[src/rtl/timer_arbiter.sv]
// timer_arbiter: shares one countdown timer among NUM_REQ requesters.
// A round-robin pick is made only from IDLE. The winner's cycle count is
// captured at that moment and counted down while enable_i is high. The
// winner gets a one-cycle done_o pulse when the count runs out. The owner
// dropping its request aborts the countdown without a pulse.
//
// Ports
//   clk_i        rising-edge clock
//   rst_i        synchronous active-high reset
//   req_i        per-requester request, held until its done_o
//   cycles_i     per-requester count, slice k = cycles_i[k*WIDTH +: WIDTH]
//   enable_i     global count enable (low pauses the countdown)
//   gnt_o        one-hot owner of the timer (zero in IDLE)
//   done_o       one-hot, one-cycle completion pulse
//   busy_o       high whenever not IDLE
//   remaining_o  current countdown value
//
// state  | meaning
// IDLE   | timer free, round-robin pick on any request
// COUNT  | owner's countdown running (paused while enable_i low)
// DONE   | completion cycle, done_o to owner, back to IDLE

`ifndef kCYCLE_COUNTER_WIDTH
`define kCYCLE_COUNTER_WIDTH 32
`endif

module timer_arbiter #(
  parameter int NUM_REQ = 4,
  parameter int WIDTH   = `kCYCLE_COUNTER_WIDTH
) (
  input  logic                     clk_i,
  input  logic                     rst_i,
  input  logic [NUM_REQ-1:0]       req_i,
  input  logic [NUM_REQ*WIDTH-1:0] cycles_i,
  input  logic                     enable_i,
  output logic [NUM_REQ-1:0]       gnt_o,
  output logic [NUM_REQ-1:0]       done_o,
  output logic                     busy_o,
  output logic [WIDTH-1:0]         remaining_o
);

  localparam int IDX_W = (NUM_REQ > 1) ? $clog2(NUM_REQ) : 1;

  typedef enum logic [1:0] {
    S_IDLE  = 2'd0,
    S_COUNT = 2'd1,
    S_DONE  = 2'd2
  } state_t;

  state_t             r_state;
  state_t             w_state_nxt;
  logic [WIDTH-1:0]   r_cnt;
  logic [WIDTH-1:0]   w_cnt_nxt;
  logic [IDX_W-1:0]   r_owner;
  logic [IDX_W-1:0]   w_owner_nxt;
  logic [IDX_W-1:0]   r_last_owner;
  logic [IDX_W-1:0]   w_last_nxt;
  logic [IDX_W-1:0]   w_cand;
  logic [IDX_W-1:0]   w_winner;
  logic               w_found;
  logic [NUM_REQ-1:0] w_owner_oh;
  logic [WIDTH-1:0]   w_cycles [NUM_REQ];

  for (genvar g = 0; g < NUM_REQ; g++) begin : g_slice
    assign w_cycles[g] = cycles_i[g*WIDTH +: WIDTH];
  end

  // Round-robin search starting one past the last owner, wrapping around;
  // the first requester found wins.
  always_comb begin
    w_found  = 1'b0;
    w_winner = '0;
    w_cand   = '0;
    for (int k = 1; k <= NUM_REQ; k++) begin
      w_cand = IDX_W'((int'(r_last_owner) + k) % NUM_REQ);
      if (!w_found && req_i[w_cand]) begin
        w_found  = 1'b1;
        w_winner = w_cand;
      end
    end
  end

  always_ff @(posedge clk_i) begin
    if (rst_i) begin
      r_state      <= S_IDLE;
      r_cnt        <= '0;
      r_owner      <= '0;
      r_last_owner <= IDX_W'(NUM_REQ - 1);
    end else begin
      r_state      <= w_state_nxt;
      r_cnt        <= w_cnt_nxt;
      r_owner      <= w_owner_nxt;
      r_last_owner <= w_last_nxt;
    end
  end

  always_comb begin
    w_state_nxt = r_state;
    w_cnt_nxt   = r_cnt;
    w_owner_nxt = r_owner;
    w_last_nxt  = r_last_owner;
    case (r_state)
      S_IDLE: begin
        w_cnt_nxt = '0;
        if (w_found) begin
          w_owner_nxt = w_winner;
          w_last_nxt  = w_winner;
          w_cnt_nxt   = w_cycles[w_winner];
          w_state_nxt = (w_cycles[w_winner] == '0) ? S_DONE : S_COUNT;
        end
      end
      S_COUNT: begin
        // Abort is checked first so it wins over a same-cycle completion.
        if (!req_i[r_owner]) begin
          w_state_nxt = S_IDLE;
          w_cnt_nxt   = '0;
        end else if (enable_i && (r_cnt != '0)) begin
          w_cnt_nxt = r_cnt - WIDTH'(1);
          if (r_cnt == WIDTH'(1)) begin
            w_state_nxt = S_DONE;
          end
        end
      end
      S_DONE: begin
        w_state_nxt = S_IDLE;
        w_cnt_nxt   = '0;
      end
      default: begin
        w_state_nxt = S_IDLE;
        w_cnt_nxt   = '0;
      end
    endcase
  end

  assign w_owner_oh  = NUM_REQ'(1) << r_owner;
  assign gnt_o       = (r_state == S_IDLE) ? '0 : w_owner_oh;
  assign done_o      = (r_state == S_DONE) ? w_owner_oh : '0;
  assign busy_o      = (r_state != S_IDLE);
  assign remaining_o = r_cnt;

endmodule

[config.mk]
export PLATFORM = sky130hd
export DESIGN_NAME = timer_arbiter
export DESIGN_NICKNAME = d
export VERILOG_FILES = /design/src/rtl/timer_arbiter.sv
export SDC_FILE = /design/constraint.sdc
export NUM_CORES = 1
export LEC_CHECK = 0
export CAP_MARGIN = 20
export CORE_ASPECT_RATIO = 1.75
export CORE_UTILIZATION = 45
export DETAILED_ROUTE_END_ITERATION = 8
export GPL_ROUTABILITY_DRIVEN = 0
export PLACE_DENSITY = 0.91
export SLEW_MARGIN = 25
export SYNTH_ARGS = -nofsm -noshare
export SYNTH_HDL_FRONTEND = slang
export SYNTH_SLANG_ARGS = --single-unit
[constraint.sdc]
create_clock -name clk_i -period 3.9 [get_ports clk_i]
set_input_delay 0.39 -clock clk_i [delete_from_list [all_inputs] [get_ports clk_i]]
set_output_delay 0.39 -clock clk_i [all_outputs]
set_load 0.03 [all_outputs]
## Word level (Yosys, flattened, before mapping)

Index checks and enable logic that the tools add are counted.

| cells by class | value |
|---|---|
| $lt $le $gt $ge | 6 |
| add/subtract/negate cells | 5 |
| shifts and indexed selects | 1 |
| eq/ne operators | 6 |
| multiplexer cells | 33 |
| bitwise logic cells | 1 |
| reduce and logical (&&, ||, !) cells | 13 |

Operators with widths:

| operator | count |
|---|---|
| $mux 32 | 5 |
| $bmux 32 s2 | 1 |
| $pmux 32 s2 | 1 |
| $eq 32x1->1 const B | 1 |
| $logic_not 32->1 | 1 |
| $reduce_bool 32->1 | 1 |
| $sub 32x1->32 const B | 1 |
| $mux 2 | 9 |
| $lt 2x3->1 const B | 5 |
| $bmux 1 s2 | 5 |
| $mux 1 | 9 |
| $mux 4 | 2 |
| $ne 3x3->1 const B | 2 |
| $add 2x1->2 const B | 2 |
| $add 2x2->2 const B | 2 |
| $logic_and 1x1->1 | 4 |
| $pmux 2 s2 | 1 |
| $shl 1x2->4 const A | 1 |
| $ge 3x3->1 const B | 1 |
| $logic_not 1->1 | 3 |
| $not 2->3 | 1 |
| $reduce_and 3->1 | 1 |
| $eq 2x1->1 const B | 1 |
| $eq 2x2->1 const B | 1 |
| other kinds (4) | 4 |

| storage, ports and cells | value |
|---|---|
| output and inout bits | 41 |
| flip-flop bits (word level) | 38 |
| word-level logic and storage cells | 69 |

## Longest topological paths before layout

Gate-level depths: netlist (run 1).

| logic depth | value |
|---|---|
| word-level depth | 21 |
| mapped depth | 11 |

## Worst setup path after synthesis (run 1)

Ideal clock, no wire load.

| path | value |
|---|---|
| path kind | register -> register |
| from | reg r_cnt[1] (netlist: remaining_o[1]) |
| to | reg r_cnt[22] (netlist: remaining_o[22]) |
| arrival time | 2471 ps |
| buffers on the path | 0 |
| period minus slack after synthesis | 2601 ps |
| path slack | 1299 ps |
| cell stages (with the launch flop) | 10 |
| cells stage by stage | dfxtp_1 -> inv_1 -> ha_1 -> or3b_2 -> nor4_4 -> nand3_2 -> or3_1 -> xnor2_1 -> a221oi_1 -> nor3_2 |

| between the ends | value |
|---|---|
| cells in the longest elaborated chain, start to end | 4 |
| elaborated cells between the ends (all ways) | 7 |
| those cells by class | add/sub (1); eq/ne (1); mux (3); reduce/logical (2) |

RTL lines:

| item | line | RTL |
|---|---|---|
| start, declared | 52 | `logic [WIDTH-1:0] r_cnt;` |
| start signal, assigned | 91 | `r_cnt <= w_cnt_nxt;` |
| $sub 32x1->32 | 118 | `w_cnt_nxt = r_cnt - WIDTH'(1);` |
| $mux 32 | 117 | `end else if (enable_i && (r_cnt != '0)) begin` |
| $mux 32 | 114 | `if (!req_i[r_owner]) begin` |
| $pmux 32 s2 | 102 | `case (r_state)` |

Several ways; a longest one is shown, not always the timed one. The select of a mux whose other input is x is not followed.
A chain may end at the register's enable or synchronous reset.

## Worst setup path after layout (run 1)

| path | value |
|---|---|
| from | in req_i[2] |
| to | reg r_state[1] |

| between the ends | value |
|---|---|
| cells in the longest elaborated chain, start to end | 20 |
| elaborated cells between the ends (all ways) | 37 |
| those cells by class | eq/ne (3); mux (25); bitwise (1); reduce/logical (8) |

RTL lines:

| item | line | RTL |
|---|---|---|
| start, declared | 33 | `input logic [NUM_REQ-1:0] req_i,` |
| $bmux 1 s2 | 76 | `if (!w_found && req_i[w_cand]) begin` |
| $mux 1 (not written as such) | 76 |  |
| $mux 1 | 76 |  |
| $logic_not 1->1 | 76 |  |
| $logic_and 1x1->1 | 76 |  |
| $mux 1 | 76 |  |
| $logic_not 1->1 | 76 |  |
| $logic_and 1x1->1 | 76 |  |
| (+3 left out) | -- |  |
| $mux 2 | 76 |  |
| $not 2->3 (not written as such) | 109 | `w_state_nxt = (w_cycles[w_winner] == '0) ? S_DONE : S_COUNT;` |
| $bmux 32 s2 | 109 |  |
| $mux 32 (not written as such) (2 in a row) | 109 |  |
| $logic_not 32->1 | 109 |  |
| $mux 2 | 109 |  |
| $mux 2 | 105 | `if (w_found) begin` |
| $pmux 2 s2 | 102 |  |
| end signal, assigned | 90 | `r_state <= w_state_nxt;` |
| end, declared | 50 | `state_t r_state;` |

Several ways; a longest one is shown, not always the timed one. The select of a mux whose other input is x is not followed.

==> flow_metrics.tcl, run 1 <==
set metrics [dict create \
    relSlewSlack_pct 36.6 \
    dpl.hpwl_um 11400 \
    syn-num-nets 620 \
    rsz0062_at_grt "no" \
    crit_required_ns 4.13 \
    ctsHoldBuffers 0 \
    worst_slew_pin_slew_ns 0.951 \
    post-route-util_pct 71.5 \
    die_w_um 70.8 \
    worstSetupStartpoint "req_i[2]" \
    cts-htree-levels 2 \
    cellPowerDensity_nw_per_um2 445 \
    hp-class "register to register" \
    cts_setup_buffers 0 \
    post_cts_resized 0 \
    synth_cell_types 63 \
    synth-compound-area-share_pct 21.6 \
    period_minus_slack_ns 3.07 \
    grtUsageTotal_pct 33.6 \
    first_pass_iters 9 \
    fin_skew_ns 0.00288 \
    clkSlewWorstSetupHoldPaths_ns 0.06 \
    grt_pass1_vias 4706 \
    final_nets 784 \
    layout_commonest_cell "clkdlybuf4s50_1" \
    insertion_delay_ns 0.28 \
    r2r_end "remaining_o[1]" \
    synthSimpleGateAreaFrac_pct 33.2 \
    num_vias 4761 \
    setup_viol 0 \
    area_growth_pct 52.8 \
    ys_seq_area_share_pct 20.4 \
    synth_fa_ha_area_share_pct 0.672 \
    coreArea_um2 7960 \
    antenna_cells 0 \
    drv_cap 0 \
    num_rows 43 \
    numPortBuffers 175 \
    r2r_slack_ns 1.05 \
    yosys_most_used_dff "dfxtp_1" \
    drive_gt1_share_pct 6.49 \
    status "finished, violations left" \
    die_h_um 122 \
    startpoint_type "primary input" \
    io_pins 176 \
    synth_top_family_by_area "simple AND/OR/NAND/NOR gates" \
    grt_max_degree 53 \
    setup.worst_path.class "primary input to register" \
    max_freq_mhz 326 \
    violations "DRC" \
    period_share_pct 78.8 \
    crit_arrival_ns 3.30 \
    clockBufferDepth 2 \
    cts_tree "built" \
    ys_async_sr_fraction_pct 0 \
    clock-root-buffer "clkbuf_16" \
    synth_cells 483 \
    ys_ff_latch 38 \
    clock_sinks 38 \
    slew_violations 0 \
    cts_made_buffers 5 \
    overflow 0 \
    ys_warn_count 0 \
    finalHoldViolations 0 \
    synth_edf_count 0 \
    drt-initial-drc-count 491 \
    drc_errors 2 \
    muxShareOfSynthArea_pct 15.7 \
    netlist_area_um2 3720 \
    regToRegStartpoint "remaining_o[1]" \
    synth-xor-area-share_pct 3.53 \
    initial_core_util_pct 46.8 \
    irDropWorstVdd_uv 276 \
    reg2regPathDepth 9 \
    final_cell_mix "175 x clkdlybuf4s50_1, 57 x nor2_1, 50 x nand2_1" \
    grt_pass1_wl_um 23000 \
    path_max_fanout 10 \
    wire_per_inst_um 19.9 \
    holdPathStages 2 \
    syn_area_per_cell_um2 7.71 \
    hp-start "remaining_o[10]" \
    end_kind "register" \
    min_to "remaining_o[10]" \
    p_leak_nw 2.15 \
    antenna_found_initial 0 \
    postRouteWirelength_um 14700 \
    tns_ns 0 \
    dieArea_um2 8660 \
    viasPerCell 6.46 \
    final_antenna_net_count 0 \
]
## cells in the mapped netlist, types with 3 or more instances
| master | count | area share [%] |
|---|---|---|
| a211oi_1 | 22 | 4.4 |
| a21oi_1 | 33 | 4.4 |
| a221oi_1 | 12 | 2.8 |
| a31oi_1 | 3 | 0.50 |
| a32oi_1 | 4 | 0.94 |
| and2_1 | 12 | 2.0 |
| buf_2 | 7 | 0.94 |
| buf_4 | 4 | 0.81 |
| clkbuf_1 | 14 | 1.4 |
| dfxtp_1 | 38 | 20 |
| inv_1 | 5 | 0.50 |
| mux2i_1 | 39 | 10 |
| mux4_1 | 4 | 2.8 |
| mux4_2 | 4 | 2.4 |
| nand2_1 | 50 | 5.0 |
| nand2b_1 | 6 | 1.0 |
| nand3_1 | 14 | 1.9 |
| nand4_1 | 6 | 1.0 |
| nor2_1 | 58 | 5.8 |
| nor3_1 | 39 | 5.2 |
| nor4_1 | 19 | 3.2 |
| o211ai_1 | 4 | 0.81 |
| o21ai_0 | 6 | 0.81 |
| o21ai_1 | 7 | 0.94 |
| o31ai_1 | 3 | 0.60 |
| or3_1 | 6 | 1.0 |
| or4_1 | 4 | 0.81 |
| xnor2_1 | 5 | 1.2 |
| xor2_1 | 10 | 2.4 |
## how the worst max path moves through the flow
| stage | endpoint | cells past startpoint | slack, ns |
|---|---|---|---|
| floorplan | remaining_o[22] | 9 | 1.30 |
| global placement | r_state[1] | 9 | 0.71 |
| detailed placement | r_state[1] | 9 | 0.54 |
| CTS | r_state[1] | 9 | 0.81 |
| global route | r_state[1] | 9 | 0.56 |
| finish | r_state[1] | 9 | 0.83 |
## critical path, cell delays in order
cell,delay (ns)
clkdlybuf4s50_1,0.56
inv_1,0.07
a221o_1,0.34
a21oi_4,0.43
mux4_2,0.63
nor4_1,0.30
nand3_1,0.16
o31ai_1,0.23
and3_1,0.17
## layer usage
metal	global-route usage, %	up-vias	share of wire, %	routed length, um
met2	61.2	343	50	7410
met1	35.8	2153	34	5020
met4	21.8	0	7.7	1130
met3	4.68	96	7.7	1130
met5	0	-	0	0
li1	-	2169	-	-
## cell families (layout without fill, tap and decap cells)
logic type,Yosys count,in the layout
buffers and inverters,34,198
adder cells (fa/ha/maj),2,2
AND/OR/NAND/NOR,234,234
multiplexers,47,47
AO/OA/AOI/OAI,113,113
flip-flops,38,38
XOR/XNOR,15,15
## sequential cells by signal, summed over array words and instances, names as in the netlist
| name | flops |
|---|---|
| remaining_o | 32 |
| r_last_owner | 2 |
| r_state | 2 |
| r_owner | 2 |
## metrics by stage
| stage | setup WS (ns) | cell area [um2] | hold slack [ns] | std cells | power [mW] |
|---|---|---|---|---|---|
| finish | 0.829 | 5690 | 0.546 | 737 | 2.53 |
| global route | 0.565 | 5690 | 0.574 | 737 | 2.65 |
| CTS | 0.810 | 5690 | 0.537 | 737 | 2.50 |
| detailed placement | 0.540 | 5520 | 0.527 | 730 | 2.02 |
| global placement | 0.708 | 5520 | 0.486 | 730 | 1.98 |
| floorplan | 1.30 | 3720 | 0.468 | 483 | 1.51 |
## cell type report
class / instances / area [um2]
fill: 627 / 2270
clock inverter: 1 / 30.0
multi-input combinational: 411 / 2780
inverter: 5 / 18.8
sequential: 38 / 761
clock buffer: 6 / 139
tap: 90 / 113
timing repair buffer: 186 / 1850
## report_power, final
part	internal [mW]	switching, mW
combinational	0.651	0.811
clock	0.316	0.162
sequential	0.462	0.129
(Power assumes the default switching activity.)
==> run 2: changes to the inputs <==
CORE_UTILIZATION = 38   (was 45)
PLACE_DENSITY = 0.82   (was 0.91)
clock period = 2.7 ns   (was 3.9 ns; I/O delays follow)
==> flow_metrics.tcl, run 2 (synthesis results as in run 1) <==
set metrics [dict create \
    viasPerCell 6.03 \
    path_max_fanout 8 \
    grtUsageTotal_pct 30.0 \
    crit_arrival_ns 2.88 \
    postRouteWirelength_um 15500 \
    n_fill_cell 778 \
    dieArea_um2 10200 \
    die_w_um 76.8 \
    grt_pass1_vias 4971 \
    drive_gt1_share_pct 15.2 \
    drc_errors 0 \
    clkSlewWorstSetupHoldPaths_ns 0.06 \
    drt-initial-drc-count 527 \
    cp_cell_sequence "clkdlybuf4s50_1, inv_1, a221o_1, a21oi_4, buf_12, mux4_2, nor4_2, nand3_1, o31ai_1, and3_1" \
    coreArea_um2 9470 \
    cts_made_buffers 5 \
    antenna_cells 0 \
    insertion_delay_ns 0.29 \
    area_growth_pct 67.3 \
    hp-class "register to register" \
    clock_sinks 38 \
    grt_max_degree 40 \
    stdcell_count 824 \
    io_pins 176 \
    overflow 0 \
    num_vias 4970 \
    num_rows 47 \
    final_antenna_net_count 0 \
    power.share.sequential_pct 20.6 \
    combinationalPowerShare_pct 59.5 \
    net-switching-power_mw 1.69 \
    startpoint_type "primary input" \
    layout_commonest_cell "clkdlybuf4s50_1" \
    clockBufferDepth 2 \
    initial_core_util_pct 39.3 \
    dpl.hpwl_um 12400 \
    end_kind "register" \
    slowest_stage "mux4_2" \
    worst_slew_pin_slew_ns 0.457 \
    p_int_mw 2.36 \
    relSlewSlack_pct 69.5 \
    slew_violations 0 \
    fin_skew_ns 0.00245 \
    cts-htree-levels 2 \
    slowest_delay_ns 0.52 \
    status "complete, no violations" \
    max_freq_mhz 378 \
    period_share_pct 98.0 \
    setup.worst_path.class "primary input to register" \
    wire_per_inst_um 18.8 \
    cellPowerDensity_nw_per_um2 651 \
    p_clk_share_pct 19.8 \
    crit_required_ns 2.93 \
    final_cell_mix "175 x clkdlybuf4s50_1, 61 x buf_4, 56 x nor2_1" \
    finish.instance_area_um2 6230 \
    antenna_found_initial 0 \
    period_minus_slack_ns 2.64 \
    largest_reg_flops 32 \
    finalHoldViolations 0 \
    setup_viol 0 \
    clock-root-buffer "clkbuf_16" \
    grt_pass1_wl_um 24400 \
    rsz0062_at_grt "yes" \
    final_nets 838 \
    first_pass_iters 6 \
    ctsHoldBuffers 0 \
    die_h_um 133 \
    p_sw_share_pct 41.7 \
    dpl.cell_count 811 \
    drv_cap 0 \
    numPortBuffers 175 \
    p_leak_nw 2.44 \
    irDropWorstVdd_uv 376 \
    cts_tree "built" \
    place_area_um2 5940 \
]
[run 2: changes by cell type in the layout (fill, tap and decap cells not counted), sizes merged]
cell / delta
buf: +54
bufinv: +1
[run 2: what timing repair did]
item / CTS / global route
endpoints found under the hold margin: 0 / 0
endpoints found under the setup margin: 1 / 17
buffers inserted: 1 / 4
resized for setup: 1 / 12
pin swaps: 1 / 3
[run 2: through the flow]
step           setup TNS (ns)  hold WS, ns  util [%]  total power, mW  worst slack (ns)
2_1_floorplan               0        0.468         -             2.18            0.0991
3_3_place_gp            -1.66        0.494      62.7             3.08            -0.243
3_5_place_dp            -3.60        0.521      62.7             3.13            -0.335
4_1_cts                     0        0.532      65.1             3.96            0.0181
5_1_grt               -0.0693        0.546      65.8             4.25           -0.0652
6_report                    0        0.543      65.8             4.06            0.0552
[run 2: power by group through the flow]
stage	Clock [mW]	Combinational, mW	Sequential [mW]
3_3_place_gp	0	2.25	0.833
4_1_cts	0.801	2.33	0.828
3_5_place_dp	0	2.29	0.840
6_report	0.805	2.42	0.838
5_1_grt	0.826	2.57	0.854
2_1_floorplan	0	1.19	0.990
[run 2: cell type report]
type / count / area (um2) / share of cell area [%]
clock buffer: 6 / 139 / 2.23
clock inverter: 2 / 60.1 / 0.964
inverter: 5 / 18.8 / 0.301
tap: 122 / 153 / 2.45
sequential: 38 / 761 / 12.2
multi-input combinational: 411 / 2830 / 45.4
timing repair buffer: 240 / 2270 / 36.5
[run 2: worst max-delay path: cells and delay by family]
| family | cells | cell delay, ns |
|---|---|---|
| multiplexers | 1 | 0.52 |
| buffers and inverters | 3 | 0.68 |
| AND/OR/NAND/NOR | 3 | 0.65 |
| AO/OA/AOI/OAI | 3 | 0.76 |
[run 2: path summary, 6_finish.rpt]
kind | startpoint | endpoint | slack [ns] | cells past startpoint
hold / removal | r_last_owner[0] | r_last_owner[0] | 0.54 | 2
hold reg to reg | r_last_owner[0] | r_last_owner[0] | 0.54 | 2
setup reg to reg | r_last_owner[0] | r_state[1] | 0.09 | 9
setup / recovery | req_i[2] | r_state[1] | 0.06 | 10
[run 2: metal layers]
| metal | wire length [um] | share of wire, % | track usage [%] | up-vias |
|---|---|---|---|---|
| li1 | - | - | - | 2271 |
| met1 | 5350 | 35 | 31.6 | 2303 |
| met2 | 8100 | 52 | 54.2 | 305 |
| met3 | 1040 | 6.7 | 4.90 | 91 |
| met4 | 979 | 6.3 | 19.0 | 0 |
| met5 | 0 | 0 | 0 | - |
